<file path="src/rtl/adc_sample_scheduler_pkg.sv">
// Shared types and constants for the paced VT/CT sampling scheduler.
package adc_sched_pkg;

  localparam int SAMPLE_IDX_W = 9;

  localparam logic [6:0] XADC_ADDR_VAUX6 = 7'h16;
  localparam logic [6:0] XADC_ADDR_VAUX7 = 7'h17;

  typedef logic [2:0] sched_state_t;

  localparam sched_state_t S_IDLE    = 3'd0;
  localparam sched_state_t S_RD_VT   = 3'd1;
  localparam sched_state_t S_WAIT_VT = 3'd2;
  localparam sched_state_t S_RD_CT   = 3'd3;
  localparam sched_state_t S_WAIT_CT = 3'd4;
  localparam sched_state_t S_ISSUE   = 3'd5;

endpackage

</file>
<file path="src/rtl/adc_sample_scheduler_tick_gen.sv">
// Sample-rate tick generator: free-running 0..CLK_DIV-1 counter gated by en.
module sched_tick_gen #(
  parameter int CLK_DIV = 97656
) (
  input  logic clk,
  input  logic rst,
  input  logic en,
  output logic tick
);

  localparam int CNT_W = (CLK_DIV > 1) ? $clog2(CLK_DIV) : 1;
  localparam logic [CNT_W-1:0] CNT_MAX = CNT_W'(CLK_DIV - 1);

  logic [CNT_W-1:0] cnt_q, cnt_d;

  always_comb begin
    cnt_d = cnt_q;
    if (!en || cnt_q == CNT_MAX) begin
      cnt_d = '0;
    end else begin
      cnt_d = cnt_q + 1'b1;
    end
  end

  always_ff @(posedge clk) begin
    if (rst) begin
      cnt_q <= '0;
    end else begin
      cnt_q <= cnt_d;
    end
  end

  assign tick = en && (cnt_q == CNT_MAX);

endmodule

</file>
<file path="src/rtl/adc_sample_scheduler.sv">
// Paced VT/CT DRP reader issuing time-aligned sample pairs to two FFT engines.
// Optional DRP wait timeout enabled by defining SCHED_TIMEOUT_EN.
module adc_sample_scheduler
  import adc_sched_pkg::*;
#(
  parameter int         CLK_DIV     = 97656,
  parameter int         DATA_W      = 16,
  parameter logic [6:0] ADDR_VT     = XADC_ADDR_VAUX6,
  parameter logic [6:0] ADDR_CT     = XADC_ADDR_VAUX7,
  parameter int         DRP_TIMEOUT = 255
) (
  input  logic                    clk,
  input  logic                    rst,
  input  logic                    en,
  input  logic                    clr_flags,
  output logic [6:0]              drp_daddr,
  output logic                    drp_den,
  input  logic                    drp_drdy,
  input  logic [DATA_W-1:0]       drp_do,
  output logic [DATA_W-1:0]       vt_sample,
  output logic [DATA_W-1:0]       ct_sample,
  output logic                    vt_start,
  output logic                    ct_start,
  output logic [SAMPLE_IDX_W-1:0] sample_idx,
  output logic                    busy,
  output logic                    overrun,
  output logic                    timeout_err
);

  logic tick;

  sched_tick_gen #(
    .CLK_DIV (CLK_DIV)
  ) u_tick (
    .clk  (clk),
    .rst  (rst),
    .en   (en),
    .tick (tick)
  );

  sched_state_t            state_q, state_d;
  logic [DATA_W-1:0]       vt_hold_q, vt_hold_d;
  logic [DATA_W-1:0]       ct_hold_q, ct_hold_d;
  logic [DATA_W-1:0]       vt_sample_q, vt_sample_d;
  logic [DATA_W-1:0]       ct_sample_q, ct_sample_d;
  logic [6:0]              daddr_q, daddr_d;
  logic                    den_q, den_d;
  logic                    start_q, start_d;
  logic [SAMPLE_IDX_W-1:0] idx_q, idx_d;
  logic                    busy_q, busy_d;
  logic                    overrun_q, overrun_d;

`ifdef SCHED_TIMEOUT_EN
  localparam logic [7:0] WAIT_LAST = 8'(DRP_TIMEOUT - 1);

  logic [7:0] wait_cnt_q, wait_cnt_d;
  logic       timeout_evt;
  logic       timeout_q, timeout_d;
`endif

  always_comb begin
    state_d   = state_q;
    vt_hold_d = vt_hold_q;
    ct_hold_d = ct_hold_q;
`ifdef SCHED_TIMEOUT_EN
    timeout_evt = 1'b0;
`endif
    case (state_q)
      S_IDLE: begin
        if (tick) state_d = S_RD_VT;
      end
      S_RD_VT: state_d = S_WAIT_VT;
      S_WAIT_VT: begin
        if (drp_drdy) begin
          vt_hold_d = drp_do;
          state_d   = S_RD_CT;
        end
`ifdef SCHED_TIMEOUT_EN
        else if (wait_cnt_q == WAIT_LAST) begin
          timeout_evt = 1'b1;
          state_d     = S_IDLE;
        end
`endif
      end
      S_RD_CT: state_d = S_WAIT_CT;
      S_WAIT_CT: begin
        if (drp_drdy) begin
          ct_hold_d = drp_do;
          state_d   = S_ISSUE;
        end
`ifdef SCHED_TIMEOUT_EN
        else if (wait_cnt_q == WAIT_LAST) begin
          timeout_evt = 1'b1;
          state_d     = S_IDLE;
        end
`endif
      end
      S_ISSUE: state_d = S_IDLE;
      default: state_d = S_IDLE;
    endcase
  end

  // Outputs are registered from the next state so they line up with it.
  always_comb begin
    den_d   = (state_d == S_RD_VT) || (state_d == S_RD_CT);
    daddr_d = daddr_q;
    if (state_d == S_RD_VT) daddr_d = ADDR_VT;
    if (state_d == S_RD_CT) daddr_d = ADDR_CT;

    start_d     = (state_d == S_ISSUE);
    vt_sample_d = start_d ? vt_hold_d : vt_sample_q;
    ct_sample_d = start_d ? ct_hold_d : ct_sample_q;
    idx_d       = start_d ? idx_q + 1'b1 : idx_q;
    busy_d      = (state_d != S_IDLE);

    // A new flag event outranks a simultaneous clear.
    overrun_d = overrun_q;
    if (tick && state_q != S_IDLE) begin
      overrun_d = 1'b1;
    end else if (clr_flags) begin
      overrun_d = 1'b0;
    end
  end

`ifdef SCHED_TIMEOUT_EN
  always_comb begin
    wait_cnt_d = 8'd0;
    if ((state_q == S_WAIT_VT || state_q == S_WAIT_CT) && !drp_drdy) begin
      wait_cnt_d = wait_cnt_q + 8'd1;
    end
    timeout_d = timeout_q;
    if (timeout_evt) begin
      timeout_d = 1'b1;
    end else if (clr_flags) begin
      timeout_d = 1'b0;
    end
  end

  always_ff @(posedge clk) begin
    if (rst) begin
      wait_cnt_q <= 8'd0;
      timeout_q  <= 1'b0;
    end else begin
      wait_cnt_q <= wait_cnt_d;
      timeout_q  <= timeout_d;
    end
  end

  assign timeout_err = timeout_q;
`else
  assign timeout_err = 1'b0;
`endif

  always_ff @(posedge clk) begin
    if (rst) begin
      state_q     <= S_IDLE;
      den_q       <= 1'b0;
      daddr_q     <= ADDR_VT;
      start_q     <= 1'b0;
      vt_sample_q <= '0;
      ct_sample_q <= '0;
      idx_q       <= '0;
      busy_q      <= 1'b0;
      overrun_q   <= 1'b0;
    end else begin
      state_q     <= state_d;
      den_q       <= den_d;
      daddr_q     <= daddr_d;
      start_q     <= start_d;
      vt_sample_q <= vt_sample_d;
      ct_sample_q <= ct_sample_d;
      idx_q       <= idx_d;
      busy_q      <= busy_d;
      overrun_q   <= overrun_d;
    end
  end

  // Holding registers only feed the outputs at issue time, so they need no reset.
  always_ff @(posedge clk) begin
    vt_hold_q <= vt_hold_d;
    ct_hold_q <= ct_hold_d;
  end

  assign drp_den    = den_q;
  assign drp_daddr  = daddr_q;
  assign vt_start   = start_q;
  assign ct_start   = start_q;
  assign vt_sample  = vt_sample_q;
  assign ct_sample  = ct_sample_q;
  assign sample_idx = idx_q;
  assign busy       = busy_q;
  assign overrun    = overrun_q;

endmodule
</file>
<file path="config.mk">
export PLATFORM = sky130hd
export DESIGN_NAME = adc_sample_scheduler
export DESIGN_NICKNAME = d
export VERILOG_FILES = /design/src/rtl/adc_sample_scheduler_pkg.sv /design/src/rtl/adc_sample_scheduler_tick_gen.sv /design/src/rtl/adc_sample_scheduler.sv
export SDC_FILE = /design/constraint.sdc
export NUM_CORES = 1
export LEC_CHECK = 0
export BUFFER_PORTS_ARGS = -buffer_cell sky130_fd_sc_hd__buf_2
export CAP_MARGIN = 20
export CORE_UTILIZATION = 23
export DETAILED_ROUTE_END_ITERATION = 8
export HOLD_SLACK_MARGIN = 0.02
export PLACE_DENSITY = 0.45
export SETUP_SLACK_MARGIN = 0.5
export SLEW_MARGIN = 20
export SYNTH_ARGS = -nofsm -noshare
export SYNTH_HDL_FRONTEND = slang
export SYNTH_SLANG_ARGS = --single-unit
</file>
<file path="constraint.sdc">
create_clock -name clk -period 1.7 [get_ports clk]
set_input_delay 0 -clock clk [delete_from_list [all_inputs] [get_ports clk]]
set_output_delay 0 -clock clk [all_outputs]
set_load 0.05 [all_outputs]
</file>
* After elaboration in Yosys (flattened, before gate mapping)
Cells that the tools add are included.
** Word-level totals
- Bits in registers :: 98
- Input bits :: 21
- Output and inout bits :: 54
- Word-level logic and storage cells :: 45
** Cells by class
- Add/subtract/negate cells :: 2
- Eq/ne operators :: 8
- Mux-type cells :: 12
- Reduce and logical (&&, ||, !) cells :: 11
** Operators with widths (number)
- $mux 16 :: 4
- $add 17x1->17 const B :: 1
- $eq 17x17->1 const B :: 1
- $pmux 3 s5 :: 1
- $add 9x1->9 const B :: 1
- $eq 3x2->1 const B :: 3
- $mux 3 :: 3
- $eq 3x1->1 const B :: 2
- $eq 3x3->1 const B :: 2
- $reduce_bool 3->1 :: 2
- $mux 1 :: 4
- $reduce_bool 2->1 :: 2
- $logic_not 3->1 :: 1
- $logic_and 1x1->1 :: 2
- $logic_or 1x1->1 :: 2
- $reduce_or 2->1 :: 1
- $logic_not 1->1 :: 1

* Longest topological paths before layout
Gate-level depths: netlist of the first run.
- Word-level depth :: 7
- Mapped depth :: 7
- Mapped depth without buffers :: 5

* By module
Synthesis of the first run repeated with hierarchy kept, for this count alone.
** Second synthesis, totals
- Cell total of the unflattened synthesis :: 358
- Area total of the unflattened synthesis :: 3348.2 µm²
** By module, submodules not included
- adc_sample_scheduler :: times used 1, cells an instance 268, area an instance 2571.2 µm², seq. area each 1301.2 µm²
- sched_tick_gen :: times used 1, cells an instance 90, area an instance 777.0 µm², seq. area each 340.3 µm²

* Worst setup path before layout of the first run
OpenSTA, ideal clock, no wires.
- Path kind :: reg-to-reg
- From :: register u_tick.cnt_q[7]
- To :: register u_tick.cnt_q[7]
- Library setup time :: 115 ps
- Arrival time :: 1590 ps
- Required time :: 1585 ps
- Slack :: -4 ps
- Stages on the path, launching flop included :: 8
- Path buffers :: 3
- Period minus slack after synthesis :: 1704 ps
- Cells stage by stage :: dfxtp_1 -> buf_6 -> or4b_1 -> nor3_4 -> a21o_1 -> buf_4 -> buf_6 -> nor2_1
** On the way
- Longest elaborated chain between the ends :: 3
- Elaborated cells on any way between the ends :: 4
- Those cells by class :: 1 x add/sub; 1 x eq/ne; 2 x reduce/logical
** RTL lines
- from (decl) :: line adc_sample_scheduler_tick_gen.sv:14 : logic [CNT_W-1:0] cnt_q, cnt_d;
- from (signal assigned) :: line adc_sample_scheduler_tick_gen.sv:29 : cnt_q <= cnt_d;
- branches (longest 3 deep; another with $add 17x1->17)
Several ways; the timed one is not identified.
A chain may end at the register's enable or synchronous reset.

* Worst setup path after layout of the first run
- From :: register u_tick.cnt_q[15]
- To :: register ct_sample_q[7] (netlist: ct_sample[7])
** On the way
- Longest elaborated chain between the ends :: 5
** RTL lines
- $eq 17x17->1 :: line adc_sample_scheduler_tick_gen.sv:33 : assign tick = en && (cnt_q == CNT_MAX);
- $logic_and 1x1->1 :: line adc_sample_scheduler_tick_gen.sv:33
- $mux 3 :: line adc_sample_scheduler.sv:70 : if (tick) state_d = S_RD_VT;
- $pmux 3 s5 :: line adc_sample_scheduler.sv:68 : case (state_q)
- $eq 3x3->1 :: line adc_sample_scheduler.sv:110 : start_d = (state_d == S_ISSUE);
- to (signal assigned) :: line adc_sample_scheduler.sv:171 : ct_sample_q <= ct_sample_d;
- to (decl) :: line adc_sample_scheduler.sv:45 : logic [DATA_W-1:0] ct_sample_q, ct_sample_d;
No other way between the ends.

==> run_results.csv, run 1 <==
group,metric,value,unit
outcome,status,"complete, but fails checks",
outcome,violations,"design-rule violations",
layout,final_area,0.00548,sq mm
yosys,synth_top_area_share,46.9,%
placement,dp_cells,634,
global_routing,grt_pass1_wl,15800,um
run,max_cap_violations,0,
clock_network,cts_sinks,82,
worst_setup_path,critPathMaxStageDelay,540,ps
pwr,p_switching,988,uW
pwr,powerDensity,749,mW/mm^2
clock_network,cts_root_buffer,"clkbuf_16",
yosys,synth-seq-cells,82,
worst_setup_path,crit_fanout,11,
yosys,synth.area.mux_share,5.15,%
layout,final_cell_mix,"dfxtp_1, buf_2, nor2_1",
routing,firstDrtPassIters,6,
layout,nets,524,
worst_setup_path,crit_type,"flip-flop to flip-flop",
floorplan,die_y,125,um
sta,max_freq,610,MHz
pwr,clkPwrFrac,45.9,%
sta,final_max_slew_viol_count,0,
yosys,synth_top_family_by_area,"simple AND/OR/NAND/NOR gates",
yosys,synth_cell_types,49,
sta,rsz0062_at_grt,"true",
pwr,combPwrFrac,6.1,%
yosys,syn_inst,385,
routing,vias_per_cell,4.55,
pwr,swShare,24.1,%
sta,fin_crit,1640,ps
yosys,synth_edf_count,0,
yosys,yosys_warnings,0,
yosys,synth-simple-area-share,24.0,%
layout,areaGrowthSynthToFinish,56.5,%
placement,port_buffers,67,
pwr,pwr-share-seq,48.0,%
worst_setup_path,cp_data_arrival_time,1920,ps
worst_setup_path,crit_required,1990,ps
yosys,synthXorXnorAreaFrac,5.26,%
layout,n_fill_cell,1474,
clock_network,clk_pin_slew,60,ps
pwr,p_leak,0.00213,uW
floorplan,start_util,23.8,%
yosys,synth_area_per_cell,9.09,sq um
routing,wire_per_inst,14.8,um
clock_network,cts_buffers,9,
routing,num_vias,3139,
sta,hold_viol_final,0,
global_routing,overflow,0,
worst_setup_path,path_cells,"or4b_4 -> nor3_4 -> buf_6 -> nand2_4 -> clkbuf_16 -> a21oi_2",
layout,seqCellArea,0.00169,sq mm
routing,ant_nets,0,
floorplan,rows,44,
clock_network,clock_path_buffers,2,
worst_setup_path,end_kind,"flip-flop",
yosys,async_flop_share,0,%
layout,multi_input_area,0.00214,sq mm
yosys,ys.flop_type,"dfxtp_1",
yosys,synth_compound_area_share,11.1,%
yosys,yosysSeqAreaShare,46.9,%
floorplan,io_pins,75,
global_routing,grt_max_degree,29,
floorplan,core_area,0.0147,sq mm
yosys,synth_area_leaders,"dfxtp_1, nor2_1, mux2_2, a21oi_1, nor2b_1",
sta,period_share,96.4,%
floorplan,die_area,0.0157,sq mm
floorplan,dieWidth,125,um
pwr,intPower,3110,uW
worst_setup_path,crit_slowest_cell,"or4b_4",
pwr,vdd_ir_drop_max,0.000473,V
layout,drive_gt1_share,48.8,%
worst_setup_path,r2r_setup_slack,60,ps
clock_network,cts_tree,"yes",
placement,place.gp.congestion,0.750,
placement,dp_hpwl,6290,um
routing,drc,2,
worst_hold_path,min_path_type,"input port to flip-flop",
layout,num_antenna_cells,0,
sta,clock_skew,9.01,ps
routing,drt_iter0_markers,170,
worst_setup_path,startpoint_type,"flip-flop",
global_routing,grt_pass1_vias,3012,
worst_setup_path,critical-path-top-delay-family,"simple AND/OR/NAND/NOR gates",
routing,routed_wl,10200,um
yosys,netlist.top_cell.by_area,"dfxtp_1",
yosys,synth_fa_ha_area_share,0.715,%
yosys,synth_area,0.00350,sq mm
clock_network,clkLatencyLatePin,350,ps
layout,fin_cells,690,
global_routing,antenna_found_initial,0,
worst_setup_path,cp_num_buf_inv,2,
clock_network,cts-htree-levels,3,
global_routing,grt_use_total,13.1,%
sta,setup_violations,0,
placement,postPlaceCellArea,0.00440,sq mm
## state kept, by name, indices dropped and copies added (netlist names)
register / count
vt_sample: 16
drp_daddr: 1
u_tick.cnt_q: 17
drp_den: 1
state_q: 3
sample_idx: 9
ct_sample: 16
overrun: 1
vt_hold_q: 16
busy: 1
ct_start: 1
## logic make-up after synthesis
logic type | Yosys count
adders and majority gates | 2
muxes | 16
AOI/OAI and AO/OA | 63
other | 2
DFF | 82
xor gates and xnor gates | 21
and+or+nand+nor | 160
buffers and inverters | 39
## through the flow
stage | setup TNS [ps] | hold WS [ps] | worst slack (ps) | utilization [%] | total power [uW]
final | 0 | 16.1 | 60.6 | 37.3 | 4100
after global routing | -57.1 | 37.1 | -10.1 | 37.3 | 4270
after CTS | 0 | 21.4 | 78.3 | 34.7 | 4140
after detailed placement | 0 | 264 | 8.99 | 29.9 | 2210
after global placement | 0 | 260 | 45.6 | 29.9 | 2210
after floorplan | 0 | 136 | 33.1 | - | 2160
## area by class of cell
| type | count | area share (%) |
|---|---|---|
| clock buffer | 11 | 4.43 |
| clock inverter | 5 | 0.731 |
| inverter | 4 | 0.274 |
| multi-input combinational | 269 | 39.1 |
| sequential | 82 | 30.8 |
| tap | 184 | 4.20 |
| timing repair buffer | 135 | 20.5 |
## path summary, 6_finish.rpt
kind	depth (start not counted)	from	endpoint
min reg2reg	1	vt_hold_q[6]	vt_hold_q[6]
max reg2reg	6	u_tick.cnt_q[15]	ct_sample[7]
max	6	u_tick.cnt_q[15]	ct_sample[7]
min	3	en	overrun
## worst min-delay path, stage by stage
cell and delay (ps):
buf_2 110, nand2b_1 100, o32ai_2 100
## routing by layer
| metal | wire length [um] | part of all wire [%] | global-route usage (%) | up-vias |
|---|---|---|---|---|
| met3 | 349 | 3.4 | 2.95 | 17 |
| met5 | 0 | 0 | 0 | - |
| met1 | 4730 | 46 | 16.3 | 1504 |
| met2 | 4880 | 48 | 20.9 | 56 |
| met4 | 264 | 2.6 | 7.53 | 0 |
| li1 | - | - | - | 1562 |
## power by group through the flow
stage / clock (uW) / combinational [uW] / sequential, uW
final: 1880 / 249 / 1970
after global routing: 2030 / 266 / 1970
after detailed placement: 0 / 195 / 2020
after floorplan: 0 / 152 / 2010
after global placement: 0 / 193 / 2020
after CTS: 1940 / 229 / 1970
## cell usage after synthesis, types with 4 or more instances
library cell	instances
inv_1	4
a21oi_1	28
xnor2_1	14
nor2_1	65
nand3_1	9
nor2b_1	22
buf_4	11
dfxtp_1	82
nor3_1	15
xor2_1	7
nand4_1	8
nand2_1	11
o22ai_1	22
buf_2	5
buf_6	5
nor4_1	8
mux2_2	16
clkbuf_1	8
buf_1	5
## what timing repair did
item / 4_1_cts / 5_1_grt
endpoints found under the setup margin: 81 / 81
pin swaps: 5 / 15
gates resized for setup: 16 / 79
setup buffers: 9 / 7
gates cloned: 5 / 2
hold endpoints to repair: 33 / 0
hold buffers: 17 / 0
Note: power is estimated with default switching activity, not from simulation.
==> inputs of run 2 (changes only) <==
--- a/config.mk
+++ b/config.mk
@@ -8,6 +8,7 @@
 export BUFFER_PORTS_ARGS = -buffer_cell sky130_fd_sc_hd__buf_2
 export CAP_MARGIN = 20
 export CORE_UTILIZATION = 23
+export CTS_BUF_LIST = sky130_fd_sc_hd__clkbuf_4 sky130_fd_sc_hd__clkbuf_8
 export DETAILED_ROUTE_END_ITERATION = 8
 export HOLD_SLACK_MARGIN = 0.02
 export PLACE_DENSITY = 0.45
==> run_results.csv, run 2 (synthesized netlist as in run 1, its figures left out) <==
group,metric,value,unit
clock_network,cts_tree,"yes",
floorplan,die_y,125,um
floorplan,start_util,23.8,%
outcome,status,"complete, but fails checks",
pwr,swShare,25.6,%
global_routing,grt_pass1_vias,2979,
routing,drc,2,
clock_network,clock_path_buffers,2,
worst_setup_path,critical-path-top-delay-family,"simple AND/OR/NAND/NOR gates",
clock_network,cts_sinks,82,
sta,setup_violations,0,
sta,max_freq,611,MHz
sta,final_max_slew_viol_count,0,
pwr,vdd_ir_drop_max,0.000304,V
worst_setup_path,crit_slowest_cell,"or4b_4",
floorplan,io_pins,75,
routing,vias_per_cell,4.49,
outcome,violations,"design-rule violations",
worst_setup_path,reg2reg_depth,5,
worst_hold_path,hold_depth,2,
clock_network,cts-htree-levels,3,
worst_setup_path,startpoint_type,"flip-flop",
placement,postPlaceCellArea,0.00440,sq mm
pwr,power.total,3580,uW
layout,regMostFlops,"u_tick.cnt_q",
pwr,p_leak,0.00205,uW
sta,setup_tns,0,ps
worst_setup_path,critPathMaxStageDelay,550,ps
placement,dp_cells,634,
worst_hold_path,worstHoldStart,"rst",
routing,drt_iter0_markers,241,
global_routing,overflow,0,
layout,fin_cells,686,
global_routing,grt_pass1_wl,15600,um
pwr,powerDensity,693,mW/mm^2
layout,seqCellArea,0.00168,sq mm
worst_setup_path,rr_startpoint,"state_q[2]",
worst_setup_path,cp_num_buf_inv,1,
worst_setup_path,cp_data_arrival_time,1950,ps
sta,clock_skew,18.7,ps
clock_network,clkLatencyLatePin,380,ps
worst_setup_path,path_cells,"or4b_4 -> nor3_4 -> nand2_4 -> clkbuf_16 -> a21oi_2",
worst_setup_path,crit_required,2020,ps
layout,num_antenna_cells,0,
sta,rsz0062_at_grt,"true",
run,max_cap_violations,0,
worst_setup_path,crit_type,"flip-flop to flip-flop",
routing,routed_wl,9920,um
floorplan,rows,44,
global_routing,grt_max_degree,29,
global_routing,grt_use_total,12.9,%
pwr,clkPwrFrac,38.5,%
sta,fin_crit,1640,ps
pwr,p_switching,917,uW
layout,final_cell_mix,"dfxtp_1, buf_2, nor2_1",
clock_network,clk_pin_slew,90,ps
layout,nets,520,
sta,hold_viol_final,0,
layout,final_area,0.00518,sq mm
layout,areaGrowthSynthToFinish,47.9,%
floorplan,core_area,0.0147,sq mm
routing,firstDrtPassIters,6,
worst_setup_path,r2r-end,"ct_sample[13]",
routing,ant_nets,0,
routing,wire_per_inst,14.5,um
worst_setup_path,r2r_setup_slack,60,ps
pwr,pwr-share-seq,54.9,%
floorplan,die_area,0.0157,sq mm
layout,final_util,35.2,%
layout,n_fill_cell,1505,
pwr,intPower,2670,uW
worst_setup_path,crit_fanout,11,
layout,multi_input_area,0.00201,sq mm
layout,drive_gt1_share,42.8,%
worst_hold_path,min_path_type,"input port to flip-flop",
floorplan,dieWidth,125,um
worst_setup_path,worstSetupPathDepth,5,
routing,num_vias,3083,
worst_setup_path,end_kind,"flip-flop",
clock_network,cts_root_buffer,"clkbuf_8",
clock_network,cts_buffers,9,
global_routing,antenna_found_initial,0,
placement,port_buffers,67,
worst_hold_path,min_to,"overrun",
pwr,combPwrFrac,6.6,%
placement,place.gp.congestion,0.750,
sta,period_share,96.3,%
layout,largest_reg_flops,17,
placement,dp_hpwl,6290,um
layout,final_common_cell,"dfxtp_1",
-- run 2: changes by cell type in the layout (fill, tap and decap cells not counted), moves of 2 or more --
cell / change
dfxtp_1: +4
nor2_1: +15
a21oi_1: +3
clkbuf_16: -8
clkbuf_8: +9
nor2_4: -8
dfxtp_2: -3
a21oi_2: -3
nand2_1: +3
nand2_2: -2
buf_6: -4
buf_12: -2
nor2_2: -7
-- run 2: metal layers --
layer  vias to the layer above  wire (um)  GRT usage [%]
met5                         -          0              0
met4                         0        200           6.46
met3                        12        355           3.47
met2                        54       4610           20.5
met1                      1464       4750           16.2
li1                       1553          -              -
-- run 2: per-stage QoR --
step	setup WS (ps)	hold WS, ps
finish	63.5	48.9
global route	-11.7	56.1
CTS	75.6	46.3
detailed placement	8.99	264
global placement	45.6	260
floorplan	33.1	136
-- run 2: worst register-to-register path: stages (launching register included) --
cell and delay [ps]:
dfxtp_4 380, or4b_4 550, nor3_4 200, nand2_4 130, clkbuf_16 210, a21oi_2 120
-- run 2: repair_timing --
item | CTS | global route
resized for setup | 13 | 35
endpoints found under the hold margin | 33 | 0
pin swaps | 3 | 8
buffers inserted | 6 | 7
hold buffers | 18 | 0
gates cloned | 3 | 2
endpoints found under the setup margin | 81 | 81
-- run 2: layout make-up --
| type | count | area share [%] |
|---|---|---|
| Multi-Input combinational cell | 269 | 38.9 |
| Clock buffer | 11 | 2.80 |
| Tap cell | 184 | 4.45 |
| Inverter | 4 | 0.290 |
| Clock inverter | 5 | 0.774 |
| Sequential cell | 82 | 32.4 |
| Timing Repair Buffer | 131 | 20.4 |
-- run 2: power by group through the flow --
stage          clock network, uW  registers (uW)  logic, uW
2_1_floorplan                  0            2010        152
3_3_place_gp                   0            2020        193
3_5_place_dp                   0            2020        195
4_1_cts                     1430            1970        231
5_1_grt                     1530            1970        254
6_report                    1380            1970        237
-- run 2: worst max-delay path by stage --
stage	from	endpoint	slack, ps
floorplan	u_tick.cnt_q[7]	u_tick.cnt_q[7]	30
global placement	state_q[2]	vt_sample[5]	50
detailed placement	state_q[2]	ct_sample[0]	9
CTS	u_tick.cnt_q[15]	ct_sample[0]	80
global route	u_tick.cnt_q[15]	u_tick.cnt_q[3]	-10
finish	state_q[2]	ct_sample[13]	60
